### src/rtl/register_write_module_pkg.sv
// Shared opcode constants and FSM state encoding for the register/sprite-memory
// write engine. The host-side driver and the print datapath import these too.
package register_write_module_pkg;

  localparam logic [3:0] OP_WBR = 4'b0000;  // register-bank write
  localparam logic [3:0] OP_WSM = 4'b0001;  // sprite-memory write

  typedef enum logic [2:0] {
    IDLE        = 3'd0,
    DECODE      = 3'd1,
    WAIT_SCREEN = 3'd2,
    WRITE_REG   = 3'd3,
    WRITE_MEM   = 3'd4,
    DONE        = 3'd5
  } state_e;

endpackage

### src/rtl/register_write_module.sv
// Instruction-driven write engine: accepts one instruction at a time, then
// issues a single write to either the register bank or the sprite memory.
//
//  state       | meaning
//  ------------+-----------------------------------------------------------
//  IDLE        | instr_ready high, waiting for instr_valid
//  DECODE      | operands latched, choose the write path
//  WAIT_SCREEN | register write held off while the display reads the bank
//  WRITE_REG   | reg_wr_en high for this cycle
//  WRITE_MEM   | mem_wr_en high for this cycle
//  DONE        | done pulse, return to IDLE
module register_write_module
  import register_write_module_pkg::*;
#(
  parameter int size_address = 14,
  parameter int size_reg     = 5,
  parameter int size_color   = 9
) (
  input  logic                    clk,
  input  logic                    reset,
  input  logic                    instr_valid,
  input  logic [3:0]              opcode,
  input  logic [31:0]             dataA,
  input  logic [31:0]             dataB,
  input  logic                    printtingScreen,
  output logic                    instr_ready,
  output logic                    reg_wr_en,
  output logic [size_reg-1:0]     reg_address,
  output logic [31:0]             reg_data,
  output logic                    mem_wr_en,
  output logic [size_address-1:0] mem_address,
  output logic [size_color-1:0]   mem_data,
  output logic                    done,
  output logic                    illegal_op
);

  state_e                  state_q, state_d;
  logic [3:0]              op_q, op_d;
  logic [31:0]             a_q, a_d;
  logic [31:0]             b_q, b_d;
  logic                    reg_wr_en_q, reg_wr_en_d;
  logic [size_reg-1:0]     reg_address_q, reg_address_d;
  logic [31:0]             reg_data_q, reg_data_d;
  logic                    mem_wr_en_q, mem_wr_en_d;
  logic [size_address-1:0] mem_address_q, mem_address_d;
  logic [size_color-1:0]   mem_data_q, mem_data_d;
  logic                    done_q, done_d;
  logic                    illegal_op_q, illegal_op_d;

  // Next-state, operand latch and output register loads. Strobes and done are
  // loaded one cycle ahead so they are high exactly while in the target state.
  always_comb begin
    state_d       = state_q;
    op_d          = op_q;
    a_d           = a_q;
    b_d           = b_q;
    reg_wr_en_d   = 1'b0;
    reg_address_d = reg_address_q;
    reg_data_d    = reg_data_q;
    mem_wr_en_d   = 1'b0;
    mem_address_d = mem_address_q;
    mem_data_d    = mem_data_q;
    done_d        = 1'b0;
    illegal_op_d  = illegal_op_q;

    unique case (state_q)
      IDLE: begin
        if (instr_valid) begin
          op_d    = opcode;
          a_d     = dataA;
          b_d     = dataB;
          state_d = DECODE;
        end
      end
      DECODE: begin
        if (op_q == OP_WBR) begin
          if (printtingScreen) begin
            state_d = WAIT_SCREEN;
          end else begin
            reg_wr_en_d   = 1'b1;
            reg_address_d = a_q[size_reg-1:0];
            reg_data_d    = b_q;
            state_d       = WRITE_REG;
          end
        end else if (op_q == OP_WSM) begin
          // Sprite memory is dual-port, so no need to wait for the display.
          mem_wr_en_d   = 1'b1;
          mem_address_d = a_q[size_address-1:0];
          mem_data_d    = b_q[size_color-1:0];
          state_d       = WRITE_MEM;
        end else begin
          illegal_op_d = 1'b1;
          done_d       = 1'b1;
          state_d      = DONE;
        end
      end
      WAIT_SCREEN: begin
        if (!printtingScreen) begin
          reg_wr_en_d   = 1'b1;
          reg_address_d = a_q[size_reg-1:0];
          reg_data_d    = b_q;
          state_d       = WRITE_REG;
        end
      end
      WRITE_REG, WRITE_MEM: begin
        done_d  = 1'b1;
        state_d = DONE;
      end
      DONE: begin
        state_d = IDLE;
      end
      default: begin
        state_d = IDLE;
      end
    endcase
  end

  // State and output registers; reset abandons any in-flight instruction.
  always_ff @(posedge clk or negedge reset) begin
    if (!reset) begin
      state_q       <= IDLE;
      op_q          <= '0;
      a_q           <= '0;
      b_q           <= '0;
      reg_wr_en_q   <= 1'b0;
      reg_address_q <= '0;
      reg_data_q    <= '0;
      mem_wr_en_q   <= 1'b0;
      mem_address_q <= '0;
      mem_data_q    <= '0;
      done_q        <= 1'b0;
      illegal_op_q  <= 1'b0;
    end else begin
      state_q       <= state_d;
      op_q          <= op_d;
      a_q           <= a_d;
      b_q           <= b_d;
      reg_wr_en_q   <= reg_wr_en_d;
      reg_address_q <= reg_address_d;
      reg_data_q    <= reg_data_d;
      mem_wr_en_q   <= mem_wr_en_d;
      mem_address_q <= mem_address_d;
      mem_data_q    <= mem_data_d;
      done_q        <= done_d;
      illegal_op_q  <= illegal_op_d;
    end
  end

  assign instr_ready = (state_q == IDLE);
  assign reg_wr_en   = reg_wr_en_q;
  assign reg_address = reg_address_q;
  assign reg_data    = reg_data_q;
  assign mem_wr_en   = mem_wr_en_q;
  assign mem_address = mem_address_q;
  assign mem_data    = mem_data_q;
  assign done        = done_q;
  assign illegal_op  = illegal_op_q;

endmodule

### config.mk
export PLATFORM = sky130hd
export DESIGN_NAME = register_write_module
export DESIGN_NICKNAME = d
export VERILOG_FILES = /design/src/rtl/register_write_module_pkg.sv /design/src/rtl/register_write_module.sv
export SDC_FILE = /design/constraint.sdc
export NUM_CORES = 1
export LEC_CHECK = 0
export CAP_MARGIN = 20
export CORE_MARGIN = 5
export CORE_UTILIZATION = 25
export DETAILED_ROUTE_END_ITERATION = 8
export MAX_ROUTING_LAYER = met4
export PLACE_DENSITY_LB_ADDON = 0.15
export SKIP_LAST_GASP = 1
export SLEW_MARGIN = 20
export SYNTH_ARGS = -nofsm -noshare
export SYNTH_HDL_FRONTEND = slang
export SYNTH_SLANG_ARGS = --single-unit
### constraint.sdc
create_clock -name clk -period 1.64 [get_ports clk]
set_input_delay 0.164 -clock clk [delete_from_list [all_inputs] [get_ports clk]]
set_output_delay 0.164 -clock clk [all_outputs]
set_load 0.05 [all_outputs]
Word level (Yosys, flattened, before mapping) --
Index checks and enable logic that the tools add are counted.
Word-level totals: latch bits 0, memories kept 0, memory bits (writable) 0, register bits after elaboration 117, output and inout bits 65, word-level logic and storage cells 52, bits of input ports 72, ROM bits 0
Cells by class: reductions and logical operators 9, shifts and indexed selects 0, bitwise gates (word level) 2, multipliers 0, divide/modulo/power cells 0, $lt $le $gt $ge 0, add/subtract/negate cells 0, eq/ne operators 8, muxes and demuxes 21
Operators by type and width (count):
- 32-bit 2-to-1 mux | 2
- 32-bit case mux with 2 select lines | 1
- 3-bit case mux with 4 select lines | 1
- 5-bit 2-to-1 mux | 2
- 5-bit case mux with 2 select lines | 1
- 1-bit 2-to-1 mux | 9
- 3-bit 2-to-1 mux | 3
- 3-bit by 2-bit == test with 1-bit output (second input constant) | 2
- 2-bit inequality test (second input constant) | 3
- 2-bit AND reduction | 3
- 3-bit AND reduction | 2
- 4-bit by 1-bit == test with 1-bit output (second input constant) | 1
- 4-bit logical NOT | 1
- 1-bit case mux with 2 select lines | 2
- 3-bit by 1-bit == test with 1-bit output (second input constant) | 1
- 3-bit == test (second input constant) | 1
- 3-bit logical NOT | 1
- 1-bit NOT | 2
- 2-bit nonzero test | 1
- 2-bit OR reduction | 1

Depth between registers and ports, before layout --
depth in word-level cells 4, gate-level depth with buffers 6, depth with buffers taken out 3

Worst setup path after synthesis --
No wires, ideal clock.
path kind flip-flop to flip-flop, start register state_q[2], end register b_q[10], required time 1.557 ns, library setup time 0.083 ns, arrival 1.551 ns, setup slack 0.006 ns, cell stages (with the launch flop) 6, buffers on the path 2, period minus slack after synthesis 1.634 ns, path through dfrtp_1 > buf_2 > nor3_2 > clkbuf_1 > nand3_1 > o21ai_0
Between the ends: word-level cells in the longest chain between the ends 2
RTL lines:
- start, declared | RTL line register_write_module.sv:37 | state_e state_q, state_d;
- start signal, assigned | RTL line register_write_module.sv:134 | state_q <= state_d;
- 3-bit logical NOT
- via instr_ready | RTL line register_write_module.sv:26 | output logic instr_ready,
- 2-bit AND reduction (no line)
- end signal, assigned | RTL line register_write_module.sv:124 | b_q <= '0;
- end signal, assigned | RTL line register_write_module.sv:137 | b_q <= b_d;
- end, declared | RTL line register_write_module.sv:40 | logic [31:0] b_q, b_d;
The timed path passes the listed nets, and every way through them passes these cells. A chain may end at the register's enable or synchronous reset.

Final worst setup path --
start register state_q[1], end output port instr_ready
Between the ends: word-level cells in the longest chain between the ends 1
RTL lines:
- 3-bit logical NOT | RTL line register_write_module.sv:149 | assign instr_ready = (state_q == IDLE);
- end, declared | RTL line register_write_module.sv:26
No other way between the ends.

==> impl_results.html <==
<table>
<tr><th>Metric</th><th>Value</th></tr>
<tr><th colspan="2">Routing</th></tr>
<tr><td>Ratio of routed vias to standard cells</td><td>4.676</td></tr>
<tr><td>Top Metal Used</td><td>met4</td></tr>
<tr><td>DR WL met2</td><td>6.551 mm</td></tr>
<tr><td>Drt total wl</td><td>13.58 mm</td></tr>
<tr><td>Wire length the detailed router placed on met1</td><td>6.126 mm</td></tr>
<tr><td>Wire length on met3</td><td>575 µm</td></tr>
<tr><td>Vias post-DR</td><td>3,638</td></tr>
<tr><td>Number of routed nets with antenna violations</td><td>0</td></tr>
<tr><td>Iteration-0 DRC Markers</td><td>164</td></tr>
<tr><td>Average wire per cell in the routed design</td><td>17.46 µm</td></tr>
<tr><td>Number of iterations in the first detailed-routing pass</td><td>4</td></tr>
<tr><td>DRC Markers</td><td>0</td></tr>
<tr><th colspan="2">Finish</th></tr>
<tr><td>Summed area of non-filler cells in the final layout</td><td>6903 µm²</td></tr>
<tr><td>Post-route insts no fill</td><td>778</td></tr>
<tr><td>Fillers</td><td>1,857</td></tr>
<tr><td>Leading cell type in the layout, fill and taps excluded</td><td>sky130_fd_sc_hd__dfrtp_1</td></tr>
<tr><td>Antenna Cells</td><td>0</td></tr>
<tr><td>Proportion of layout cells with a drive suffix above 1</td><td>32.90%</td></tr>
<tr><td>Multi-input combinational cell area</td><td>1520 µm²</td></tr>
<tr><td>Signed area change from the synthesized netlist to the final layout</td><td>44.88%</td></tr>
<tr><td>Net count, final</td><td>603</td></tr>
<tr><td>Final design utilization</td><td>36.90%</td></tr>
<tr><td>Commonest cells after routing, fill and taps aside</td><td>sky130_fd_sc_hd__dfrtp_1, sky130_fd_sc_hd__buf_4, sky130_fd_sc_hd__clkdlybuf4s50_1</td></tr>
<tr><td>Total area of sequential cells</td><td>2930 µm²</td></tr>
<tr><th colspan="2">Synthesis</th></tr>
<tr><td>Top cells by area, synth</td><td>sky130_fd_sc_hd__dfrtp_1, sky130_fd_sc_hd__mux2_2, sky130_fd_sc_hd__o32ai_1</td></tr>
<tr><td>Share of the synthesized netlist area taken by xor and xnor gates</td><td>0%</td></tr>
<tr><td>Compound-cell area share of the yosys netlist</td><td>13.34%</td></tr>
<tr><td>Count of distinct cell types in the synthesized netlist</td><td>28</td></tr>
<tr><td>Yosys Warn Count</td><td>0</td></tr>
<tr><td>Largest family of logic cells by synthesized area</td><td>compound AO/OA/AOI/OAI gates</td></tr>
<tr><td>Cell accounting for the most synthesized area</td><td>sky130_fd_sc_hd__dfrtp_1</td></tr>
<tr><td>Seq/Total Area, Yosys</td><td>61.45%</td></tr>
<tr><td>Simple-gate portion of the synthesized area</td><td>9.533%</td></tr>
<tr><td>Synthesized flop and latch total</td><td>117</td></tr>
<tr><td>Synth top area share</td><td>61.45%</td></tr>
<tr><td>Cell area after technology mapping</td><td>4765 µm²</td></tr>
<tr><td>Synthesized Nets</td><td>474</td></tr>
<tr><td>Mapped Cells</td><td>402</td></tr>
<tr><td>Area share of fa/ha/maj cells after synthesis</td><td>0%</td></tr>
<tr><td>Mux contribution to synthesized area</td><td>8.508%</td></tr>
<tr><td>Synth Area per Inst</td><td>11.85 µm²</td></tr>
<tr><th colspan="2">Setup path</th></tr>
<tr><td>Cell occurring most often along the worst timing path</td><td>sky130_fd_sc_hd__buf_12</td></tr>
<tr><td>Worst Path Arrival</td><td>1.44 ns</td></tr>
<tr><td>CP Capture Type</td><td>output port</td></tr>
<tr><td>Required time at the endpoint of the critical path</td><td>1.48 ns</td></tr>
<tr><td>Category of cells accounting for the largest share of critical-path delay</td><td>flip-flops</td></tr>
<tr><td>Worst path slowest cell</td><td>sky130_fd_sc_hd__dfrtp_2</td></tr>
<tr><td>Maximum fanout count along the critical path</td><td>9</td></tr>
<tr><td>Peak per-stage delay on the critical path</td><td>0.48 ns</td></tr>
<tr><td>Worst Path Class, Setup</td><td>reg2out</td></tr>
<tr><td>Critical path launch point type</td><td>register</td></tr>
<tr><td>Buffers plus inverters on the worst setup path</td><td>2</td></tr>
<tr><td>List of cells traversed by the critical path</td><td>nor3_4, buf_12, buf_12</td></tr>
<tr><th colspan="2">Die</th></tr>
<tr><td>Placeable core region</td><td>18,710 µm²</td></tr>
<tr><td>Die ar.</td><td>21,920 µm²</td></tr>
<tr><td>Top-Level Pins</td><td>137</td></tr>
<tr><td>Number of rows created at floorplan</td><td>50</td></tr>
<tr><td>Starting utilization of the core area</td><td>25.47%</td></tr>
<tr><td>Horizontal die dimension</td><td>148.1 µm</td></tr>
<tr><td>Overall die height</td><td>148.1 µm</td></tr>
<tr><th colspan="2">Clock network</th></tr>
<tr><td>Cell at the root of the clock tree</td><td>sky130_fd_sc_hd__clkbuf_16</td></tr>
<tr><td>Worst skew pair latency</td><td>0.40 ns</td></tr>
<tr><td>Total number of H-tree levels</td><td>4</td></tr>
<tr><td>Clock input transition at the sequential cells of the worst setup and hold paths</td><td>0.05 ns</td></tr>
<tr><td>Clock tree from TritonCTS</td><td>yes</td></tr>
<tr><td>CTS buffer count</td><td>17</td></tr>
<tr><td>Number of clock sinks seen by CTS</td><td>117</td></tr>
<tr><td>Buffers from clock root to sink, at most</td><td>2</td></tr>
<tr><th colspan="2">Min path</th></tr>
<tr><td>Class of the most critical hold timing path</td><td>in2async</td></tr>
<tr><th colspan="2">Pwr</th></tr>
<tr><td>Sequential share of power</td><td>31.0%</td></tr>
<tr><td>Pwr per Cell Area</td><td>2372 nW/µm²</td></tr>
<tr><td>Clk pwr share</td><td>25.4%</td></tr>
<tr><td>Worst vdd rail ir drop</td><td>878.3 µV</td></tr>
<tr><td>Total design power</td><td>0.01638 W</td></tr>
<tr><td>Leakage power total</td><td>3.136 nW</td></tr>
<tr><td>Combinational group share of total power</td><td>43.6%</td></tr>
<tr><td>Switching power total</td><td>0.006696 W</td></tr>
<tr><td>Switching part of the total power</td><td>40.89%</td></tr>
<tr><td>Internal power</td><td>0.009680 W</td></tr>
<tr><th colspan="2">Timing</th></tr>
<tr><td>Setup violations, final</td><td>0</td></tr>
<tr><td>Final total negative setup slack</td><td>0 ns</td></tr>
<tr><td>Relative slew slack</td><td>61.62%</td></tr>
<tr><td>Tightest Pin Transition</td><td>0.5757 ns</td></tr>
<tr><td>Final slew viol count</td><td>0</td></tr>
<tr><td>Post-route clock skew</td><td>0.009046 ns</td></tr>
<tr><td>Maximum frequency from static timing analysis</td><td>624.7 MHz</td></tr>
<tr><td>RSZ-0062 raised after global routing</td><td>yes</td></tr>
<tr><td>Final hold vios</td><td>0</td></tr>
<tr><td>Final critical-path required period</td><td>1.601 ns</td></tr>
<tr><td>Final period utilization</td><td>97.61%</td></tr>
<tr><th colspan="2">GRT</th></tr>
<tr><td>Largest net degree at the start of global routing</td><td>44</td></tr>
<tr><td>Grt ovf</td><td>0</td></tr>
<tr><td>Number of antenna violations at the first check in global routing</td><td>0</td></tr>
<tr><td>Total track usage</td><td>13.15%</td></tr>
<tr><td>First-pass GRT wire length</td><td>21.89 mm</td></tr>
<tr><td>Number of global-route vias before repair</td><td>4,023</td></tr>
<tr><th colspan="2">Placement</th></tr>
<tr><td>Routability Congestion</td><td>0.7014</td></tr>
<tr><td>Number of buffer cells added on primary ports</td><td>118</td></tr>
<tr><td>Placed Instances</td><td>743</td></tr>
<tr><td>Post-place instance area</td><td>6182 µm²</td></tr>
<tr><td>Estimated wirelength of the detail-placed design</td><td>8.899 mm</td></tr>
<tr><th colspan="2">Outcome</th></tr>
<tr><td>Run status</td><td>finished clean</td></tr>
<tr><th colspan="2">Run</th></tr>
<tr><td>Maximum capacitance violations</td><td>0</td></tr>
</table>
-- final cells by class --
cell class              instances  area share [%]
clock buffers                  24           7.268
clock inverters                 8           2.429
inverters                      39           2.121
multi-input cells             210           22.02
flip-flops and latches        117           42.45
well taps                     234           4.241
repair buffers                146           19.47
-- routing by layer --
metal	track usage [%]	up-vias
met2	20.58	101
met5	-	-
li1	-	1656
met3	3.016	23
met1	16.25	1858
met4	6.097	0
-- worst register-to-register path: cells and delay by family, from the launching register on --
kind / cells / cell delay (ns)
AND/OR/NAND/NOR: 2 / 0.71
flip-flops: 1 / 0.47
buffers and inverters: 1 / 0.22
AO/OA/AOI/OAI: 1 / 0.07
-- worst paths after layout --
kind	slack, ns	startpoint	cells after the start	endpoint
max reg2reg	0.04	state_q[2]$_DFFE_PN0P_	4	reg_data[23]$_DFFE_PN0P_
min in group clk	0.28	instr_valid	4	b_q[7]$_DFFE_PN0P_
max	0.04	state_q[1]$_DFFE_PN0P_	3	instr_ready
min	0.17	reset	2	b_q[24]$_DFFE_PN0P_
min reg2reg	0.50	a_q[7]$_DFFE_PN0P_	1	mem_address[7]$_DFFE_PN0P_
max in group asynchronous	0.88	reset	3	mem_address[1]$_DFFE_PN0P_
-- Yosys cell counts, drive strengths merged --
library cell,count
dfrtp,117
o21ai,40
inv,39
nand2,39
nand3,37
o32ai,37
mux2,36
buf,20
clkbuf,16
nor2,4
nor3,3
nor2b,2
a21oi,1
a31oi,1
and2,1
and3,1
nand2b,1
nand4,1
nor3b,1
nor4,1
o211a,1
o211ai,1
o21bai,1
or4b,1
-- what timing repair did --
item	CTS	global route
endpoints found under the hold margin	117	0
pin swaps	1	1
resized for setup	8	2
hold buffers	1	0
setup buffers	2	0
endpoints found under the setup margin	34	57
-- power groups by stage --
| stage | sequential, W | combinational [W] | clock [W] |
|---|---|---|---|
| 2_1_floorplan | 0.00753 | 0.00220 | 0 |
| 3_3_place_gp | 0.00509 | 0.00705 | 0 |
| 3_5_place_dp | 0.00513 | 0.00714 | 0 |
| 4_1_cts | 0.00510 | 0.00725 | 0.00427 |
| 5_1_grt | 0.00524 | 0.00761 | 0.00440 |
| 6_report | 0.00508 | 0.00714 | 0.00416 |
-- metrics by stage --
stage                     worst slack, ns  hold slack (ns)
after CTS                        -0.05916           0.1598
after floorplan                  0.006064          -0.1316
after global placement          0.0001729          0.05194
final                             0.03912           0.1728
after global routing             -0.03741           0.1687
after detailed placement         -0.03127          0.04948
-- state kept, by name, summed over array words and instances, names as in the netlist --
signal	flops
a_q	14
op_q	4
done	1
reg_wr_en	1
reg_address	5
mem_data	9
mem_address	14
illegal_op	1
mem_wr_en	1
reg_data	32
b_q	32
state_q	3
-- kinds of logic (layout without fill, tap and decap cells) --
| family | Yosys count | after routing |
|---|---|---|
| AOI/OAI and AO/OA | 82 | 82 |
| buffers and inverters | 75 | 217 |
| DFF | 117 | 117 |
| muxes | 36 | 36 |
| and+or+nand+nor | 92 | 92 |
Power figures use the tool's default switching activity.
